File: src/rtl/mem_port_arbiter.sv
// Shares one external burst memory port among I-cache refill, D-cache refill and writeback.
// One requester is granted at a time; beats are counted and data is steered to or from it.
`timescale 1ns/1ps
module mem_port_arbiter #(
  parameter int unsigned ADDR_WIDTH   = 32,
  parameter int unsigned DATA_WIDTH   = 32,
  parameter int unsigned LINE_WORDS   = 4,
  parameter int unsigned STARVE_LIMIT = 8
) (
  input  logic                  clk,
  input  logic                  rst,
  input  logic                  ic_req,
  input  logic                  dc_req,
  input  logic                  wb_req,
  input  logic [ADDR_WIDTH-1:0] ic_addr,
  input  logic [ADDR_WIDTH-1:0] dc_addr,
  input  logic [ADDR_WIDTH-1:0] wb_addr,
  input  logic [DATA_WIDTH-1:0] wb_wdata,
  output logic                  wb_wnext,
  output logic                  ic_rvalid,
  output logic                  dc_rvalid,
  output logic [DATA_WIDTH-1:0] ic_rdata,
  output logic [DATA_WIDTH-1:0] dc_rdata,
  output logic                  ic_done,
  output logic                  dc_done,
  output logic                  wb_done,
  output logic                  mem_req_valid,
  input  logic                  mem_req_ready,
  output logic [ADDR_WIDTH-1:0] mem_req_addr,
  output logic                  mem_req_write,
  output logic                  mem_wvalid,
  input  logic                  mem_wready,
  output logic [DATA_WIDTH-1:0] mem_wdata,
  input  logic                  mem_rvalid,
  input  logic [DATA_WIDTH-1:0] mem_rdata,
  output logic [1:0]            grant,
  output logic                  protocol_err
);

  localparam int unsigned BeatW   = $clog2(LINE_WORDS);
  localparam int unsigned OffW    = BeatW + 2;
  localparam int unsigned StarveW = $clog2(STARVE_LIMIT + 1);

  localparam logic [1:0] GrNone = 2'd0;
  localparam logic [1:0] GrIc   = 2'd1;
  localparam logic [1:0] GrDc   = 2'd2;
  localparam logic [1:0] GrWb   = 2'd3;

  localparam logic [BeatW-1:0]   LastBeat   = BeatW'(LINE_WORDS - 1);
  localparam logic [StarveW-1:0] StarveSat  = StarveW'(STARVE_LIMIT);

  typedef enum logic [2:0] {StIdle, StAddr, StRdata, StWdata, StDone} state_e;

  state_e                state_q;
  logic [1:0]            grant_q;
  logic [ADDR_WIDTH-1:0] addr_q;
  logic [BeatW-1:0]      beat_q;
  logic [StarveW-1:0]    starve_q;
  logic                  perr_q;

  logic [1:0]            win;
  logic [ADDR_WIDTH-1:0] win_addr;
  logic                  unused_addr_bits;

  // A saturated starvation count lifts IC above even a pending writeback.
  always_comb begin
    win = GrNone;
    if (ic_req && starve_q == StarveSat) win = GrIc;
    else if (wb_req)                     win = GrWb;
    else if (dc_req)                     win = GrDc;
    else if (ic_req)                     win = GrIc;
  end

  always_comb begin
    win_addr = ic_addr;
    if (win == GrDc) win_addr = dc_addr;
    if (win == GrWb) win_addr = wb_addr;
  end

  assign unused_addr_bits = ^win_addr[OffW-1:0];

  always_ff @(posedge clk) begin
    if (rst) begin
      state_q  <= StIdle;
      grant_q  <= GrNone;
      addr_q   <= '0;
      beat_q   <= '0;
      starve_q <= '0;
      perr_q   <= 1'b0;
    end else begin
      if (mem_rvalid && state_q != StRdata) perr_q <= 1'b1;

      if (state_q == StIdle && win == GrIc) begin
        starve_q <= '0;
      end else if (ic_req && grant_q != GrIc && starve_q != StarveSat) begin
        starve_q <= starve_q + 1'b1;
      end

      unique case (state_q)
        StIdle: begin
          if (win != GrNone) begin
            grant_q <= win;
            addr_q  <= {win_addr[ADDR_WIDTH-1:OffW], OffW'(0)};
            state_q <= StAddr;
          end
        end
        StAddr: begin
          if (mem_req_ready) begin
            beat_q  <= '0;
            state_q <= (grant_q == GrWb) ? StWdata : StRdata;
          end
        end
        StRdata: begin
          if (mem_rvalid) begin
            beat_q <= beat_q + 1'b1;
            if (beat_q == LastBeat) state_q <= StDone;
          end
        end
        StWdata: begin
          if (mem_wready) begin
            beat_q <= beat_q + 1'b1;
            if (beat_q == LastBeat) state_q <= StDone;
          end
        end
        StDone: begin
          grant_q <= GrNone;
          state_q <= StIdle;
        end
        default: state_q <= StIdle;
      endcase
    end
  end

  logic rd_beat;
  assign rd_beat = (state_q == StRdata) && mem_rvalid;

  assign mem_req_valid = (state_q == StAddr);
  assign mem_req_write = (state_q == StAddr) && (grant_q == GrWb);
  assign mem_req_addr  = addr_q;
  assign mem_wvalid    = (state_q == StWdata);
  assign mem_wdata     = mem_wvalid ? wb_wdata : '0;
  assign wb_wnext      = mem_wvalid && mem_wready;

  assign ic_rvalid = rd_beat && (grant_q == GrIc);
  assign dc_rvalid = rd_beat && (grant_q == GrDc);
  assign ic_rdata  = mem_rdata;
  assign dc_rdata  = mem_rdata;

  assign ic_done = (state_q == StDone) && (grant_q == GrIc);
  assign dc_done = (state_q == StDone) && (grant_q == GrDc);
  assign wb_done = (state_q == StDone) && (grant_q == GrWb);

  assign grant        = grant_q;
  assign protocol_err = perr_q;

endmodule

File: config.mk
export PLATFORM = sky130hd
export DESIGN_NAME = mem_port_arbiter
export DESIGN_NICKNAME = d
export VERILOG_FILES = /design/src/rtl/mem_port_arbiter.sv
export SDC_FILE = /design/constraint.sdc
export NUM_CORES = 1
export LEC_CHECK = 0
export ABC_CLOCK_PERIOD_IN_PS = 2060
export BUFFER_PORTS_ARGS = -buffer_cell sky130_fd_sc_hd__buf_2
export CAP_MARGIN = 10
export CELL_PAD_IN_SITES_DETAIL_PLACEMENT = 0
export CELL_PAD_IN_SITES_GLOBAL_PLACEMENT = 1
export CORE_MARGIN = 8
export CORE_UTILIZATION = 22
export CTS_CLUSTER_DIAMETER = 30
export DETAILED_ROUTE_END_ITERATION = 8
export GPL_ROUTABILITY_DRIVEN = 0
export GPL_TIMING_DRIVEN = 1
export HOLD_SLACK_MARGIN = 0.06
export PLACE_DENSITY_LB_ADDON = 0.1
export SYNTH_ARGS = -nofsm -noshare
export SYNTH_HDL_FRONTEND = slang
export SYNTH_SLANG_ARGS = --single-unit
File: constraint.sdc
create_clock -name clk -period 2.06 [get_ports clk]
set_input_delay 0.412 -clock clk [delete_from_list [all_inputs] [get_ports clk]]
set_output_delay 0.412 -clock clk [all_outputs]
set_load 0.01 [all_outputs]
======== Yosys cells after proc, flatten, opt, wreduce, memory -nomap -nowiden ========
Cells that the tools add are included.
Widths: inputs -> output; s select.
word-level totals
  register bits ........................... 40
  output and inout port bits .............. 140
  word-level logic and storage cells ...... 69
cells by class
  $add $sub $neg .......................... 2
  equality and inequality tests ........... 19
  mux-type cells .......................... 20
  reductions and logical operators ........ 22
operators with widths
  kind                 number
  $mux 32              3
  $mux 3               5
  $mux 2               7
  $logic_and 1x1->1    13
  $pmux 3 s4           1
  $eq 2x2->1 const B   5
  $ne 2x1->1 const B   4
  $reduce_and 4->1     2
  $eq 3x2->1 const B   2
  $pmux 2 s3           1
  $add 4x1->4 const B  1
  $eq 2x1->1 const B   2
  $eq 4x4->1 const B   1
  $ne 4x4->1 const B   1
  $pmux 2 s2           1
  $reduce_and 2->1     2
  $reduce_bool 2->1    2
  $eq 3x1->1 const B   1
  $eq 3x3->1 const B   1
  $logic_not 3->1      1
  $ne 3x2->1 const B   1
  $reduce_bool 3->1    1
  $add 2x1->2 const B  1
  $mux 1               2
  other kinds (2)      2

======== Logic depth before layout (Yosys ltp) ========
Gate-level depths: netlist (run 1).
  word-level depth ........................ 7
  depth in mapped cells ................... 9

======== Worst setup path after synthesis (run 1) ========
No wires, ideal clock.
  kind .................................... flip-flop to output port
  from .................................... register state_q[1]
  to ...................................... output port mem_wdata[22]
  arrival time ............................ 1,363 ps
  slack ................................... 285 ps
  cell stages (with the launch flop) ...... 6
  buffers on the path ..................... 2
  cells stage by stage .................... dfxtp_1 > buf_2 > nand2b_1 > nor2_1 > clkbuf_1 > and2_1
on the way
  longest elaborated chain between the ends .. 2
ends and longest elaborated chain
  what                      RTL line  RTL
  start: declaration        54        state_e state_q;
  start signal: assignment  84        state_q <= StIdle;
  start signal: assignment  104       state_q <= StAddr;
  start signal: assignment  110       state_q <= (grant_q == GrWb) ? StWdata : StRdata;
  $eq 3x2->1                140       assign mem_wvalid = (state_q == StWdata);
  via mem_wvalid            31        output logic mem_wvalid,
  $mux 32                   141       assign mem_wdata = mem_wvalid ? wb_wdata : '0;
  end: declaration          33        output logic [DATA_WIDTH-1:0] mem_wdata,
The timed path passes the listed nets, and every way through them passes these cells.

======== Final worst setup path (run 1) ========
  from .................................... register state_q[0]
  to ...................................... output port mem_wdata[30]
on the way
  longest elaborated chain between the ends .. 2
ends and longest elaborated chain
  what        RTL line
  $eq 3x2->1  140
  $mux 32     141
Every way passes these cells.

==> results of run 1 <==
==> layer usage <==
layer	track usage, %	vias to the layer above
met5	0	-
met4	3.73	0
met2	17.2	165
met1	12.4	1150
met3	5.34	19
li1	-	1294
==> worst max-delay path, delay by kind of cell (launching register included) <==
kind	cells	cell delay [ns]
buf+inv	4	0.56
flops	1	0.36
simple gates	2	0.28
==> registers in the layout, indices dropped and copies added (netlist names) <==
register and flops:
beat_q 2, grant 2, mem_req_addr 28, protocol_err 1
starve_q 4, state_q 3
==> final timing paths <==
| path | startpoint | end | slack (ns) | depth (start not counted) |
|---|---|---|---|---|
| min | wb_addr[20] | mem_req_addr[20]$_SDFFE_PP0P_ | 0.37 | 3 |
| max reg2reg | starve_q[0]$_SDFFE_PP0P_ | mem_req_addr[16]$_SDFFE_PP0P_ | 0.28 | 7 |
| max | state_q[0]$_SDFFE_PP0P_ | mem_wdata[30] | 0.16 | 6 |
| min reg2reg | protocol_err$_SDFFE_PP0P_ | protocol_err$_SDFFE_PP0P_ | 0.45 | 2 |
==> synth_stat cells (2+ instances only) <==
cell type	number
nand2_1	6
buf_2	10
and3b_1	2
nor3_2	2
dfxtp_1	40
o21ai_1	27
buf_4	70
nor2_1	19
a21oi_1	4
a22oi_1	28
nand4_1	2
ha_1	3
mux2i_1	31
buf_12	2
xor2_1	2
inv_1	6
and2_1	35
nand2b_1	4
nand3_1	2
clkbuf_1	4
nor3_1	2
o21ai_0	2
==> power groups by stage <==
stage	logic (mW)	clock network, mW	registers (mW)
floorplan	0.508	0	1.00
global placement	0.759	0	0.965
detailed placement	0.759	0	0.970
CTS	0.761	0.843	0.954
global route	0.831	0.860	0.970
finish	0.749	0.798	0.953
==> layout make-up <==
class	instances	area, sq um
Antenna cell	1	2.50
Fill cell	1383	8900
Inverter	6	22.5
Clock inverter	2	10.0
Clock buffer	6	139
Tap cell	172	215
Multi-Input combinational cell	192	1340
Timing Repair Buffer	205	1080
Sequential cell	40	802
==> kinds of logic (layout without fill, tap and decap cells) <==
| family | count (synthesis) | count (layout) | share of synthesized area (%) |
|---|---|---|---|
| AOI/OAI and AO/OA | 71 | 71 | 16.7 |
| xor gates and xnor gates | 3 | 3 | 0.943 |
| adders and majority gates | 3 | 3 | 1.35 |
| buffers and inverters | 93 | 219 | 23.8 |
| DFF | 40 | 40 | 28.7 |
| muxes | 31 | 31 | 11.1 |
| other | 1 | 5 | 0.135 |
| and+or+nand+nor | 80 | 80 | 17.2 |
==> repair_timing <==
item                                    in CTS  in global routing
gates cloned                                 0                  1
pin swaps                                    0                  0
buffers inserted                             0                  0
endpoints found under the setup margin      33                 33
resized for setup                            1                  7
==> per-stage QoR <==
stage | instances | util [%] | hold slack, ns | worst slack, ns
after floorplan | 325 | - | 0.465 | 0.285
after global placement | 614 | 27.5 | 0.440 | 0.229
after detailed placement | 614 | 27.5 | 0.447 | 0.209
after CTS | 622 | 28.7 | 0.360 | 0.0205
after global routing | 623 | 28.9 | 0.374 | 0.0243
final | 624 | 28.9 | 0.367 | 0.156
==> impl_metrics.json, run 1 <==
{
  "max_freq_mhz": 525,
  "vias_per_cell": 4.21,
  "postCtsHoldBufs": 0,
  "cts_max_level": 2,
  "rsz0062_at_grt": "no",
  "hp-class": "in -> reg",
  "synth-seq-area-share_pct": 28.7,
  "grt_max_degree": 35,
  "start_kind": "flip-flop",
  "fp.dieH_microns": 129,
  "max_stage_delay_ns": 0.36,
  "min_period_ns": 1.90,
  "cp_slowest_cell": "dfxtp_1",
  "syn_area_sq_um": 2790,
  "arrival_ns": 1.49,
  "detailed_place_hpwl_microns": 7650,
  "ys.flop_type": "dfxtp_1",
  "p_leak_nw": 1.84,
  "skew_ns": 0.00370,
  "drc": 0,
  "power.total_mw": 2.50,
  "wirelength_met1_microns": 4090,
  "layout.cells.most_common": "buf_2",
  "end_kind": "output pin",
  "io_pins": 308,
  "crit_fanout": 17,
  "p_sw_mw": 0.780,
  "combPwrFrac_pct": 30.0,
  "sw_frac_of_total_pct": 31.2,
  "wl_per_cell_microns": 15.3,
  "synthCells": 322,
  "worstPathRequired_ns": 1.65,
  "wl_met3_microns": 1230,
  "grt_overflow": 0,
  "initialDrtViolationCount": 83,
  "synthArstFlopShare_pct": 0,
  "pwr-share-clk_pct": 31.9,
  "root_buffer": "clkbuf_16",
  "drv_cap": 0,
  "design_area_sq_um": 3620,
  "synth.top_cell.area_share_pct": 28.7,
  "rows": 41,
  "drtAntennaViolNets": 0,
  "grt_pass1_vias": 2831,
  "dieArea_sq_um": 16500,
  "die_w_microns": 129,
  "clk_pin_slew_ns": 0.06,
  "dr.pass1.iters": 6,
  "status": "finished, final reports clean",
  "path_class": "reg -> out",
  "port_buffers": 195,
  "pwr-share-seq_pct": 38.1,
  "wl_met2_microns": 4070,
  "drt-total-wl_microns": 9570,
  "synth-edff-count": 0,
  "layout-drive-gt1-share_pct": 49.7,
  "crit_chain": "buf_4, inv_1, nor2_4, buf_6, and2_1, buf_2",
  "synth_cell_types": 41,
  "tns_ns": 0,
  "grt_pass1_wl_microns": 14500,
  "routed.top_layer": "met4",
  "coreArea_sq_um": 12500,
  "via_count": 2628,
  "setup_viol": 0,
  "mostFrequentLayoutCells": "195 x buf_2, 39 x dfxtp_1, 35 x and2_1",
  "start_util_pct": 22.3,
  "clk_latency_ns": 0.28,
  "clk_path_buf_depth": 2,
  "synth_seq_cells": 40,
  "cts_tree": "done",
  "p_int_mw": 1.72,
  "avgSynthCellArea_sq_um": 8.65,
  "yosys.area.top_type": "dfxtp_1",
  "final_nets": 621,
  "grt.total_usage_pct": 10.8,
  "slew_violations": 0,
  "area_growth_pct": 29.9,
  "numCtsBuffers": 5,
  "p_per_area_nw_per_um2": 691,
  "postPlaceCellArea_sq_um": 3440,
  "antenna_found_initial": 0,
  "ys_warn_count": 0,
  "synthTopCellsByArea": "dfxtp_1 29%, buf_4 19%, mux2i_1 11%",
  "period_share_pct": 92.4,
  "hold_violations": 0,
  "cts_sinks": 40,
  "max-vdd-ir-drop_mv": 0.288
}
(Power assumes the default switching activity.)
==> run 2: changes to the inputs <==
ABC_AREA = 1   (was default)
ABC_CLOCK_PERIOD_IN_PS = 2300   (was 2060)
CORE_UTILIZATION = 26   (was 22)
SKIP_CTS_REPAIR_TIMING = 1   (was default)
clock period = 2.3 ns   (was 2.06 ns; I/O delays follow)
==> impl_metrics.json, run 2 <==
{
  "status": "finished, final reports clean",
  "skew_ns": 0.0117,
  "synth_seq_cells": 40,
  "max-vdd-ir-drop_mv": 0.365,
  "design_area_sq_um": 4330,
  "cp_num_cells": 6,
  "cts_tree": "done",
  "min_from": "rst",
  "synthArstFlopShare_pct": 0,
  "vias_per_cell": 4.25,
  "cp_slowest_cell": "dfxtp_1",
  "clk_latency_ns": 0.28,
  "start_kind": "flip-flop",
  "critPathBufInv": 2,
  "dieArea_sq_um": 17800,
  "hold_violations": 0,
  "initialDrtViolationCount": 142,
  "drtAntennaViolNets": 0,
  "syn_area_sq_um": 3580,
  "fillers": 1613,
  "numCtsBuffers": 5,
  "arrival_ns": 1.57,
  "synth-seq-area-share_pct": 22.4,
  "instances_no_fill": 889,
  "hp-class": "in -> reg",
  "p_per_area_nw_per_um2": 879,
  "p_leak_nw": 2.71,
  "worstPathRequired_ns": 1.84,
  "setup_viol": 0,
  "avgSynthCellArea_sq_um": 6.05,
  "fp.dieH_microns": 133,
  "via_count": 3781,
  "clk_pin_slew_ns": 0.06,
  "drc": 0,
  "grt_pass1_vias": 3883,
  "synthCells": 592,
  "wl_per_cell_microns": 14.2,
  "diodes": 0,
  "cts_sinks": 40,
  "port_buffers": 195,
  "r2r_start": "starve_q[0]$_SDFFE_PP0P_",
  "largest_reg_flops": 28,
  "grt_pass1_wl_microns": 20500,
  "reg2reg_depth": 8,
  "hold_depth": 2,
  "yosys.area.top_type": "dfxtp_1",
  "coreArea_sq_um": 13700,
  "synthTopCellsByArea": "dfxtp_1 22%, buf_4 15%, inv_1 14%",
  "path_class": "reg -> out",
  "slew_violations": 0,
  "yosysMostFrequentCell": "inv_1",
  "max_freq_mhz": 494,
  "grt.total_usage_pct": 13.9,
  "cpMostUsedCell": "nand2_1",
  "crit_fanout": 7,
  "grt_max_degree": 55,
  "area_growth_pct": 20.8,
  "layout.cells.most_common": "buf_2",
  "ys.flop_type": "dfxtp_1",
  "start_util_pct": 26.2,
  "crit_chain": "inv_1, nand2_1, nor2_1, nand2_1, nor3_1, buf_2",
  "cp_top_family": "simple AND/OR/NAND/NOR gates",
  "cts_max_level": 2,
  "rows": 43,
  "clk_path_buf_depth": 2,
  "max_stage_delay_ns": 0.30,
  "tns_ns": 0,
  "min_period_ns": 2.03,
  "drt-total-wl_microns": 12600,
  "crit_start": "state_q[2]$_SDFFE_PP0P_",
  "dr.pass1.iters": 4,
  "layout-drive-gt1-share_pct": 32.7,
  "synth-edff-count": 0,
  "yosys-top-cells-count": "133 x inv_1, 80 x nand2_1, 71 x buf_4, 62 x nand3_1, 61 x nor2_1",
  "dpl.cell_count": 881,
  "grt_overflow": 0,
  "whs_ns": 0.417,
  "synth_cell_types": 29,
  "end_kind": "output pin",
  "io_pins": 308,
  "postPlaceCellArea_sq_um": 4190,
  "die_w_microns": 133,
  "synth.top_cell.area_share_pct": 22.4,
  "antenna_found_initial": 1,
  "detailed_place_hpwl_microns": 9690,
  "mostFrequentLayoutCells": "195 x buf_2, 133 x inv_1, 80 x nand2_1",
  "root_buffer": "clkbuf_16",
  "final_nets": 879,
  "period_share_pct": 88.1,
  "ys_warn_count": 0,
  "drv_cap": 0,
  "rsz0062_at_grt": "no"
}
-- run 2: cell types whose count changed in the layout (fill, tap and decap cells not counted), moves of 22 or more --
cell,change
nand4_1,+29
nand2_1,+74
a21oi_1,+22
and2_1,-35
nor2_1,+43
a22oi_1,-28
inv_1,+127
mux2i_1,-31
nand3_1,+60
-- run 2: cell families after synthesis --
| kind of cell | count (synthesis) | synth area share, % |
|---|---|---|
| simple gates | 244 | 31.2 |
| compound gates | 68 | 10.9 |
| fa+ha+maj | 3 | 1.05 |
| buf+inv | 234 | 33.9 |
| flops | 40 | 22.4 |
| xor+xnor | 2 | 0.489 |
| other cells | 1 | 0.105 |
-- run 2: final timing paths --
kind / endpoint / slack, ns
worst min register to register: protocol_err$_SDFFE_PP0P_ / 0.45
worst max register to register: mem_req_addr[14]$_SDFFE_PP0P_ / 0.65
worst min-delay path: grant[0]$_SDFFE_PP0P_ / 0.42
worst max-delay path: dc_rvalid / 0.27
-- run 2: cell type report --
type                    instances  area (sq um)  area share, %
inverters                     134           503           11.6
multi-input cells             321          1590           36.7
clock buffers                   7           133           3.06
repair buffers                206          1070           24.7
clock inverters                 1          8.76          0.202
well taps                     180           225           5.20
flip-flops and latches         40           801           18.5
-- run 2: layer usage --
layer | track usage [%] | up-vias | share of wire, %
li1 | - | 1979 | -
met1 | 16.5 | 1653 | 43
met2 | 22.8 | 128 | 47
met3 | 5.84 | 19 | 9.3
met4 | 2.93 | 2 | 0.81
met5 | 0 | - | 0.095
-- run 2: power by group --
part | internal [mW] | total, mW | leakage [nW] | switching [mW]
sequential | 0.955 | 1.14 | 0.332 | 0.180
clock | 0.405 | 0.692 | 0.0681 | 0.286
combinational | 0.752 | 1.98 | 2.31 | 1.23
total | 2.11 | 3.81 | 2.71 | 1.69
-- run 2: per-stage QoR --
| step | total power [mW] | utilization, % | setup WS (ns) |
|---|---|---|---|
| floorplan | 2.63 | - | 0.776 |
| global placement | 3.14 | 30.6 | 0.557 |
| detailed placement | 3.16 | 30.6 | 0.572 |
| CTS | 3.88 | 31.7 | 0.264 |
| global route | 4.19 | 31.7 | 0.0628 |
| finish | 3.81 | 31.7 | 0.274 |
